### src/rtl/xgmii_xconnect.sv
// -----------------------------------------------------------------------------
// xgmii_xconnect
//   N-port XGMII cross-connect. Every output port picks any input port as its
//   source. Source changes are only honoured on frame boundaries, so an output
//   never carries a spliced or partial frame.
//
//   Per-output FSM:
//     state | meaning
//     SYNC  | emit IDLE, track cfg_sel, wait for a Start on the selected source
//     PASS  | forward the latched source word by word until End or truncation
//
// Ports:
//   sys_clk, sys_rst_n : clock, asynchronous active-low reset
//   rx_d      : per input port p, rx_d[p*72+:72] = {rxc[7:0], rxd[63:0]}
//   link_up   : per-port PHY link status
//   cfg_sel   : requested source per output (SEL_W bits each)
//   cfg_en    : per-output forwarding enable
//   tx_d      : per-output {txc, txd}, registered, one clock after its rx word
//   act_sel   : source currently latched per output
//   tx_frames : frames fully forwarded per output (saturating)
//   tx_trunc  : frames truncated per output (saturating)
//
// Build option:
//   XCONNECT_STATS_EN - when defined, tx_frames/tx_trunc count; otherwise both
//   read 0 and the counter logic is absent. Forwarding is identical either way.
// -----------------------------------------------------------------------------
module xgmii_xconnect #(
  parameter int NPORTS = 4,
  parameter int SEL_W  = 2,
  parameter int CNT_W  = 32
) (
  input  logic                    sys_clk,
  input  logic                    sys_rst_n,
  input  logic [NPORTS*72-1:0]    rx_d,
  input  logic [NPORTS-1:0]       link_up,
  input  logic [NPORTS*SEL_W-1:0] cfg_sel,
  input  logic [NPORTS-1:0]       cfg_en,
  output logic [NPORTS*72-1:0]    tx_d,
  output logic [NPORTS*SEL_W-1:0] act_sel,
  output logic [NPORTS*CNT_W-1:0] tx_frames,
  output logic [NPORTS*CNT_W-1:0] tx_trunc
);

  localparam logic [71:0] IDLE_W = {8'hFF, 64'h0707070707070707};
  localparam logic [71:0] ERR_W  = {8'hFF, 64'hFEFEFEFEFEFEFEFE};

  typedef enum logic {ST_SYNC, ST_PASS} state_e;

  function automatic logic is_start0(input logic [71:0] w);
    return w[64] && (w[7:0] == 8'hFB);
  endfunction

  function automatic logic is_start4(input logic [71:0] w);
    return w[68] && (w[39:32] == 8'hFB);
  endfunction

  // One bit per lane holding a terminate or error control character.
  function automatic logic [7:0] end_lanes(input logic [71:0] w);
    logic [7:0] e;
    for (int l = 0; l < 8; l++) begin
      e[l] = w[64+l] && ((w[l*8 +: 8] == 8'hFD) || (w[l*8 +: 8] == 8'hFE));
    end
    return e;
  endfunction

  for (genvar o = 0; o < NPORTS; o++) begin : g_out
    state_e            st_q;
    logic [71:0]       tx_q;
    logic [SEL_W-1:0]  act_q;

    logic [SEL_W-1:0]  req_sel;
    logic [SEL_W-1:0]  src;
    logic [71:0]       src_w;
    logic              src_ok;
    logic              src_link;
    logic [7:0]        ends;
    logic              end_hit;
    logic              chain4;
    logic              link_ok;
    logic              trunc_hit;
    logic              take;
    logic              stay;

    always_comb begin
      req_sel  = cfg_sel[o*SEL_W +: SEL_W];
      // Once a frame is in flight the latched source is used, never cfg_sel.
      src      = (st_q == ST_PASS) ? act_q : req_sel;
      src_w    = IDLE_W;
      src_ok   = 1'b0;
      src_link = 1'b0;
      for (int p = 0; p < NPORTS; p++) begin
        if (src == SEL_W'(p)) begin
          src_w    = rx_d[p*72 +: 72];
          src_link = link_up[p];
          src_ok   = 1'b1;
        end
      end
      ends      = end_lanes(src_w);
      end_hit   = |ends;
      // A lane-4 Start following an End in lanes 0-3: back-to-back frame.
      chain4    = (|ends[3:0]) && is_start4(src_w);
      link_ok   = src_ok && src_link && link_up[o] && cfg_en[o];
      trunc_hit = (st_q == ST_PASS) && !link_ok;
      take      = (st_q == ST_SYNC) && link_ok && (is_start0(src_w) || is_start4(src_w));
      stay      = chain4 && (req_sel == act_q);
    end

    always_ff @(posedge sys_clk or negedge sys_rst_n) begin
      if (!sys_rst_n) begin
        st_q  <= ST_SYNC;
        tx_q  <= IDLE_W;
        act_q <= '0;
      end else begin
        case (st_q)
          ST_SYNC: begin
            act_q <= req_sel;
            if (take) begin
              st_q <= ST_PASS;
              if (is_start0(src_w)) begin
                tx_q <= src_w;
              end else begin
                tx_q <= {src_w[71:68], 4'hF, src_w[63:32], 32'h07070707};
              end
            end else begin
              tx_q <= IDLE_W;
            end
          end
          ST_PASS: begin
            if (trunc_hit) begin
              st_q <= ST_SYNC;
              tx_q <= ERR_W;
            end else if (end_hit && !stay) begin
              st_q <= ST_SYNC;
              // Drop the start of a following frame we are not going to carry.
              if (chain4) begin
                tx_q <= {4'hF, src_w[67:64], 32'h07070707, src_w[31:0]};
              end else begin
                tx_q <= src_w;
              end
            end else begin
              tx_q <= src_w;
            end
          end
        endcase
      end
    end

    assign tx_d[o*72 +: 72]        = tx_q;
    assign act_sel[o*SEL_W +: SEL_W] = act_q;

`ifdef XCONNECT_STATS_EN
    logic [CNT_W-1:0] frm_q;
    logic [CNT_W-1:0] trc_q;
    logic             frame_done;

    assign frame_done = (st_q == ST_PASS) && !trunc_hit && end_hit;

    always_ff @(posedge sys_clk or negedge sys_rst_n) begin
      if (!sys_rst_n) begin
        frm_q <= '0;
        trc_q <= '0;
      end else begin
        if (frame_done && !(&frm_q)) frm_q <= frm_q + CNT_W'(1);
        if (trunc_hit && !(&trc_q))  trc_q <= trc_q + CNT_W'(1);
      end
    end

    assign tx_frames[o*CNT_W +: CNT_W] = frm_q;
    assign tx_trunc[o*CNT_W +: CNT_W]  = trc_q;
`else
    assign tx_frames[o*CNT_W +: CNT_W] = '0;
    assign tx_trunc[o*CNT_W +: CNT_W]  = '0;
`endif
  end

endmodule

### config.mk
export PLATFORM = sky130hd
export DESIGN_NAME = xgmii_xconnect
export DESIGN_NICKNAME = d
export VERILOG_FILES = /design/src/rtl/xgmii_xconnect.sv
export SDC_FILE = /design/constraint.sdc
export NUM_CORES = 1
export LEC_CHECK = 0
export CORE_AREA = 3 3 331 333
export DETAILED_ROUTE_END_ITERATION = 10
export DIE_AREA = 0 0 334 336
export GPL_ROUTABILITY_DRIVEN = 1
export HOLD_SLACK_MARGIN = 0.1
export PLACE_DENSITY = 0.56
export SLEW_MARGIN = 10
export SYNTH_ARGS = -nofsm -noshare
export SYNTH_HDL_FRONTEND = slang
export SYNTH_SLANG_ARGS = --single-unit
### constraint.sdc
create_clock -name sys_clk -period 4.5 [get_ports sys_clk]
set_clock_uncertainty 0.05 [all_clocks]
set_input_delay 0.9 -clock sys_clk [delete_from_list [all_inputs] [get_ports sys_clk]]
set_output_delay 0.9 -clock sys_clk [all_outputs]
set_load 0.02 [all_outputs]
# Word-level counts from Yosys, hierarchy flattened
# Cells that the tools add are included.
# word_totals
register_bits,300
input_bits,306
output_inout_bits,552
word_cells,328
# op_classes
n_eq_ne,88
mux,92
bitwise_logic,4
reduce_logical,132
# ops
op,count
$mux W72,32
$eq A8 B8 Y1 const B,72
$pmux W72 S2,4
$mux W68,4
$logic_and A1 B1 Y1,76
$mux W1,44
$logic_or A1 B1 Y1,36
$reduce_or A8 Y1,4
$eq A2 B2 Y1 const B,8
$reduce_or A4 Y1,4
$eq A2 B1 Y1 const B,4
$eq A2 B2 Y1,4
$logic_not A1 Y1,8
$logic_not A2 Y1,4
$mux W2,4
$pmux W1 S2,4
$not A1 Y1,4

# Longest topological paths before layout
# Gate-level depths: netlist of the first run.
# depth
ltp_word,17
mapped_depth,14
mapped_depth_nobuf,9

# Worst setup path after synthesis of the first run
# No wires, ideal clock.
# synth_path
kind,input to register
start,in cfg_sel[0]
end,reg g_out[0].st_q
setup_ps,134
arrival_ps,3018
required_ps,4316
path_slack_ps,1298
path_stages,9
path_buffers,2
cell_sequence,mux2i_2 -> buf_2 -> buf_2 -> mux2_2 -> or4bb_1 -> nor4b_1 -> a31oi_1 -> nand4_1 -> o211ai_1
# synth_via
elab_chain_cells,17
elab_cells_between_ends,72
cone_classes,eq/ne (22); mux (17); reduce/logical (33)
# synth_rtl
element,line,source
"start, declared",36,"input logic [NPORTS*SEL_W-1:0] cfg_sel,"
$mux W2,--,
$logic_not A2 Y1,92,if (src == SEL_W'(p)) begin
$mux W72 (4 in a row),92,
$eq A8 B8 Y1,61,e[l] = w[64+l] && ((w[l*8 +: 8] == 8'hFD) || (w[l*8 +: 8] == 8'hFE));
$logic_or A1 B1 Y1,61,
$logic_and A1 B1 Y1,61,
$reduce_or A4 Y1,101,chain4 = (|ends[3:0]) && is_start4(src_w);
$logic_and A1 B1 Y1,101,
$logic_and A1 B1 Y1,105,stay = chain4 && (req_sel == act_q);
$logic_not A1 Y1,132,end else if (end_hit && !stay) begin
$logic_and A1 B1 Y1,132,
$mux W1,132,
$mux W1,129,if (trunc_hit) begin
$pmux W1 S2 (*),114,case (st_q)
"end signal, assigned",118,st_q <= ST_PASS;
"end signal, assigned",130,st_q <= ST_SYNC;
"end signal, assigned",133,st_q <= ST_SYNC;
"end, declared",67,state_e st_q;
# Mark *: on every way between the ends. The rest lies on a longest branch, timed or not.

# Worst setup path in the final report of the first run
# layout_path
start,in cfg_sel[7]
end,reg g_out[3].st_q
# layout_via
elab_chain_cells,17
elab_cells_between_ends,72
cone_classes,eq/ne (22); mux (17); reduce/logical (33)
# layout_rtl
element,line
$mux W2,--
$logic_not A2 Y1,92
$mux W72 (4 in a row),92
$eq A8 B8 Y1,61
$logic_or A1 B1 Y1,61
$logic_and A1 B1 Y1,61
$reduce_or A4 Y1,101
$logic_and A1 B1 Y1,101
$logic_and A1 B1 Y1,105
$logic_not A1 Y1,132
$logic_and A1 B1 Y1,132
$mux W1,132
$mux W1,129
$pmux W1 S2 (*),114
"end signal, assigned",118
"end signal, assigned",130
"end signal, assigned",133
"end, declared",67
# Marked as above.

==> flow_metrics.tcl, run 1 <==
set metrics [dict create \
    dominantRegCellSynth "dfrtp_1" \
    synth_largest_area_cell "dfrtp_1" \
    dieArea_um2 112000 \
    syn_to_final_growth_pct 37.8 \
    ant_nets 0 \
    synth.yosys.seq_area_share_pct 32.9 \
    min_period_over_period_pct 85.8 \
    grt_start_max_net_pins 105 \
    grt_antenna_before_repair 42 \
    leakage_nw 14.4 \
    highest_ir_drop_seen_on_vdd_v 0.000189 \
    final-setup-viol-count 0 \
    synth_cell_types 76 \
    finalHoldViolations 0 \
    gr-usage-met3_pct 5.98 \
    globalRoute.totalOverflow 0 \
    first_global_vias 23100 \
    ys_warnings 0 \
    cts_tree "built" \
    path_max_fanout 50 \
    core-area_um2 107000 \
    fmaxAchievable_ghz 0.259 \
    drv_slew 0 \
    clock_tree.root_cell "clkbuf_16" \
    worst-slew-pin-transition_ns 0.984 \
    placed_cells 4777 \
    ports 858 \
    power-per-cell-area_nw_per_um2 257 \
    postSynthAreaPerCell_um2 8.32 \
    global_route.usage.met2_pct 35.3 \
    syn_inst 2799 \
    cts_made_buffers 37 \
    rsz0062_at_grt "no" \
    tns_ns 0 \
    start_util_pct 21.8 \
    synthDominantCellAreaShare_pct 18.5 \
    final_cell_mix "nand2_1 (836), clkdlybuf4s50_1 (600), conb_1 (256)" \
    die-width_um 334 \
    count_of_flip_flops_with_a_built_in_enable_after_synthesis 0 \
    route.detailed.drc 0 \
    grt_first_pass_wirelength_um 188000 \
    setup.worst_path.start_class "input port" \
    clk_latency_ns 0.59 \
    cp_arrival_ns 4.28 \
    crit_type "input port to flip-flop" \
    layout_commonest_cell "nand2_1" \
    longest_clk_path_bufs 3 \
    drt_first_iter_violations 2789 \
    global_route_usage_over_all_layers_pct 23.5 \
    cts_post_setup_buffers_inserted 0 \
    cts-hold-fix-buffers 0 \
    post_synth_main_area_contributors "dfrtp_1 (18%), dfstp_2 (14%), nand2_1 (13%)" \
    clock-sinks 300 \
    layoutNonFillerInstCount 4876 \
    rows 120 \
    floorplan.die.height_um 336 \
    path_clk_slew_ns 0.07 \
    synth_seq_cells 300 \
    ctsHtreeMaxLevel 2 \
    netlist_area_um2 23300 \
    gr-max-usage-layer "met2" \
    final_nets 3719 \
    wl_um 138000 \
    layout-drive-gt1-share_pct 14.7 \
    timing.max_cap.violations 0 \
    globalplace.congestion 0.984 \
    hp-class "input port to asynchronous set/reset pin" \
    required_ns 4.92 \
    async_reset_ff_share_pct 100 \
    dr_total_vias 24500 \
    grtUsageMet1_pct 32.3 \
    dpl_hpwl_um 109000 \
    layout_min_cycle_time_ns 3.86 \
    drt-pass1-iter-count 6 \
    wire_per_inst_um 28.4 \
    post_cts.resized_instances 0 \
    worst_slew_margin_rel_pct 34.4 \
    viasPerCell 5.02 \
    endpoint_kind "flip-flop" \
    portBuffers 601 \
    outcome "finished clean" \
]
## stage by stage
| step | cell area, um2 | utilization [%] | power (mW) | worst slack (ns) | hold WS [ns] |
|---|---|---|---|---|---|
| finish | 32100 | 30.0 | 8.26 | 0.640 | 0.304 |
| CTS | 32000 | 29.9 | 8.29 | 0.776 | 0.375 |
| global placement | 30700 | 28.7 | 4.98 | 0.156 | 0.725 |
| detailed placement | 30700 | 28.7 | 4.99 | 0.160 | 0.724 |
| floorplan | 24200 | - | 4.07 | 1.30 | 0.554 |
| global route | 32100 | 30.0 | 8.55 | 0.463 | 0.355 |
## Yosys cell counts (25+ instances only)
master / instances
a31oi_1: 61
nand4_1: 46
a21o_1: 65
o21ai_0: 45
dfrtp_1: 172
nand2_1: 836
mux2i_1: 199
nor3_1: 25
nor2_1: 74
a21oi_1: 28
nand3_1: 217
and3_1: 81
dfstp_2: 128
mux4_2: 75
buf_4: 273
nand2b_1: 27
clkbuf_1: 65
buf_2: 72
## flip-flops by register name, indices dropped and copies added (netlist names)
register	count
g_out.act_q	8
g_out.tx_q	288
g_out.st_q	4
## layout make-up
| cell class | count | area [um2] |
|---|---|---|
| Fill cell | 11300 | 74800 |
| Antenna cell | 32 | 80.1 |
| Sequential cell | 300 | 7670 |
| Clock inverter | 14 | 191 |
| Multi-Input combinational cell | 2297 | 13700 |
| Tap cell | 1403 | 1760 |
| Timing Repair Buffer | 765 | 7580 |
| Inverter | 12 | 51.3 |
| Clock buffer | 53 | 1090 |
## path summary, 6_finish.rpt
kind,start,slack (ns),depth (start not counted),to
worst min register to register,g_out[2].act_q[1],0.72,3,g_out[2].st_q
min in group sys_clk,g_out[2].act_q[1],0.72,3,g_out[2].st_q
worst min-delay path,sys_rst_n,0.30,1,g_out[2].tx_q[45]
max in group asynchronous,sys_rst_n,2.97,2,g_out[1].tx_q[68]
worst max register to register,g_out[2].st_q,0.89,10,g_out[2].tx_q[41]
worst max-delay path,cfg_sel[7],0.64,13,g_out[3].st_q
## layer usage
layer / up-vias / part of all wire (%)
li1: 10400 / -
met5: - / 0.077
met1: 12100 / 42
met2: 1682 / 43
met3: 252 / 10
met4: 16 / 4.0
## worst max-delay path, cell delays in order
cell,delay (ns)
clkdlybuf4s50_1,0.71
mux2i_4,0.18
inv_4,0.20
buf_12,0.26
buf_4,0.32
nand2_1,0.08
and3_1,0.17
a31oi_1,0.36
nand4_1,0.20
nor3_1,0.27
nor3_1,0.10
buf_4,0.16
a32o_1,0.26
## cells by family (layout without fill, tap and decap cells)
family | Yosys count | in the layout | synth area share, %
and+or+nand+nor | 1397 | 1397 | 26.8
xor gates and xnor gates | 41 | 41 | 1.54
AOI/OAI and AO/OA | 304 | 304 | 8.81
DFF | 300 | 300 | 32.9
other | 1 | 288 | 0.0161
buffers and inverters | 457 | 844 | 12.7
muxes | 299 | 299 | 17.2
## where the power goes
| part | internal (mW) | switching, mW | total, mW |
|---|---|---|---|
| clock | 1.92 | 1.34 | 3.26 |
| sequential | 2.73 | 0.0180 | 2.75 |
| combinational | 0.819 | 1.43 | 2.25 |
| total | 5.47 | 2.79 | 8.26 |
No activity file was read; power rests on OpenSTA's default activity.
==> inputs of run 2 (changes only) <==
--- a/config.mk
+++ b/config.mk
@@ -11,6 +11,7 @@
 export GPL_ROUTABILITY_DRIVEN = 1
 export HOLD_SLACK_MARGIN = 0.1
 export PLACE_DENSITY = 0.56
+export SKIP_CTS_REPAIR_TIMING = 1
 export SLEW_MARGIN = 10
 export SYNTH_ARGS = -nofsm -noshare
 export SYNTH_HDL_FRONTEND = slang
==> results of run 2 <==
Same layout as run 1: the final DEF is identical, and so are final timing and power.
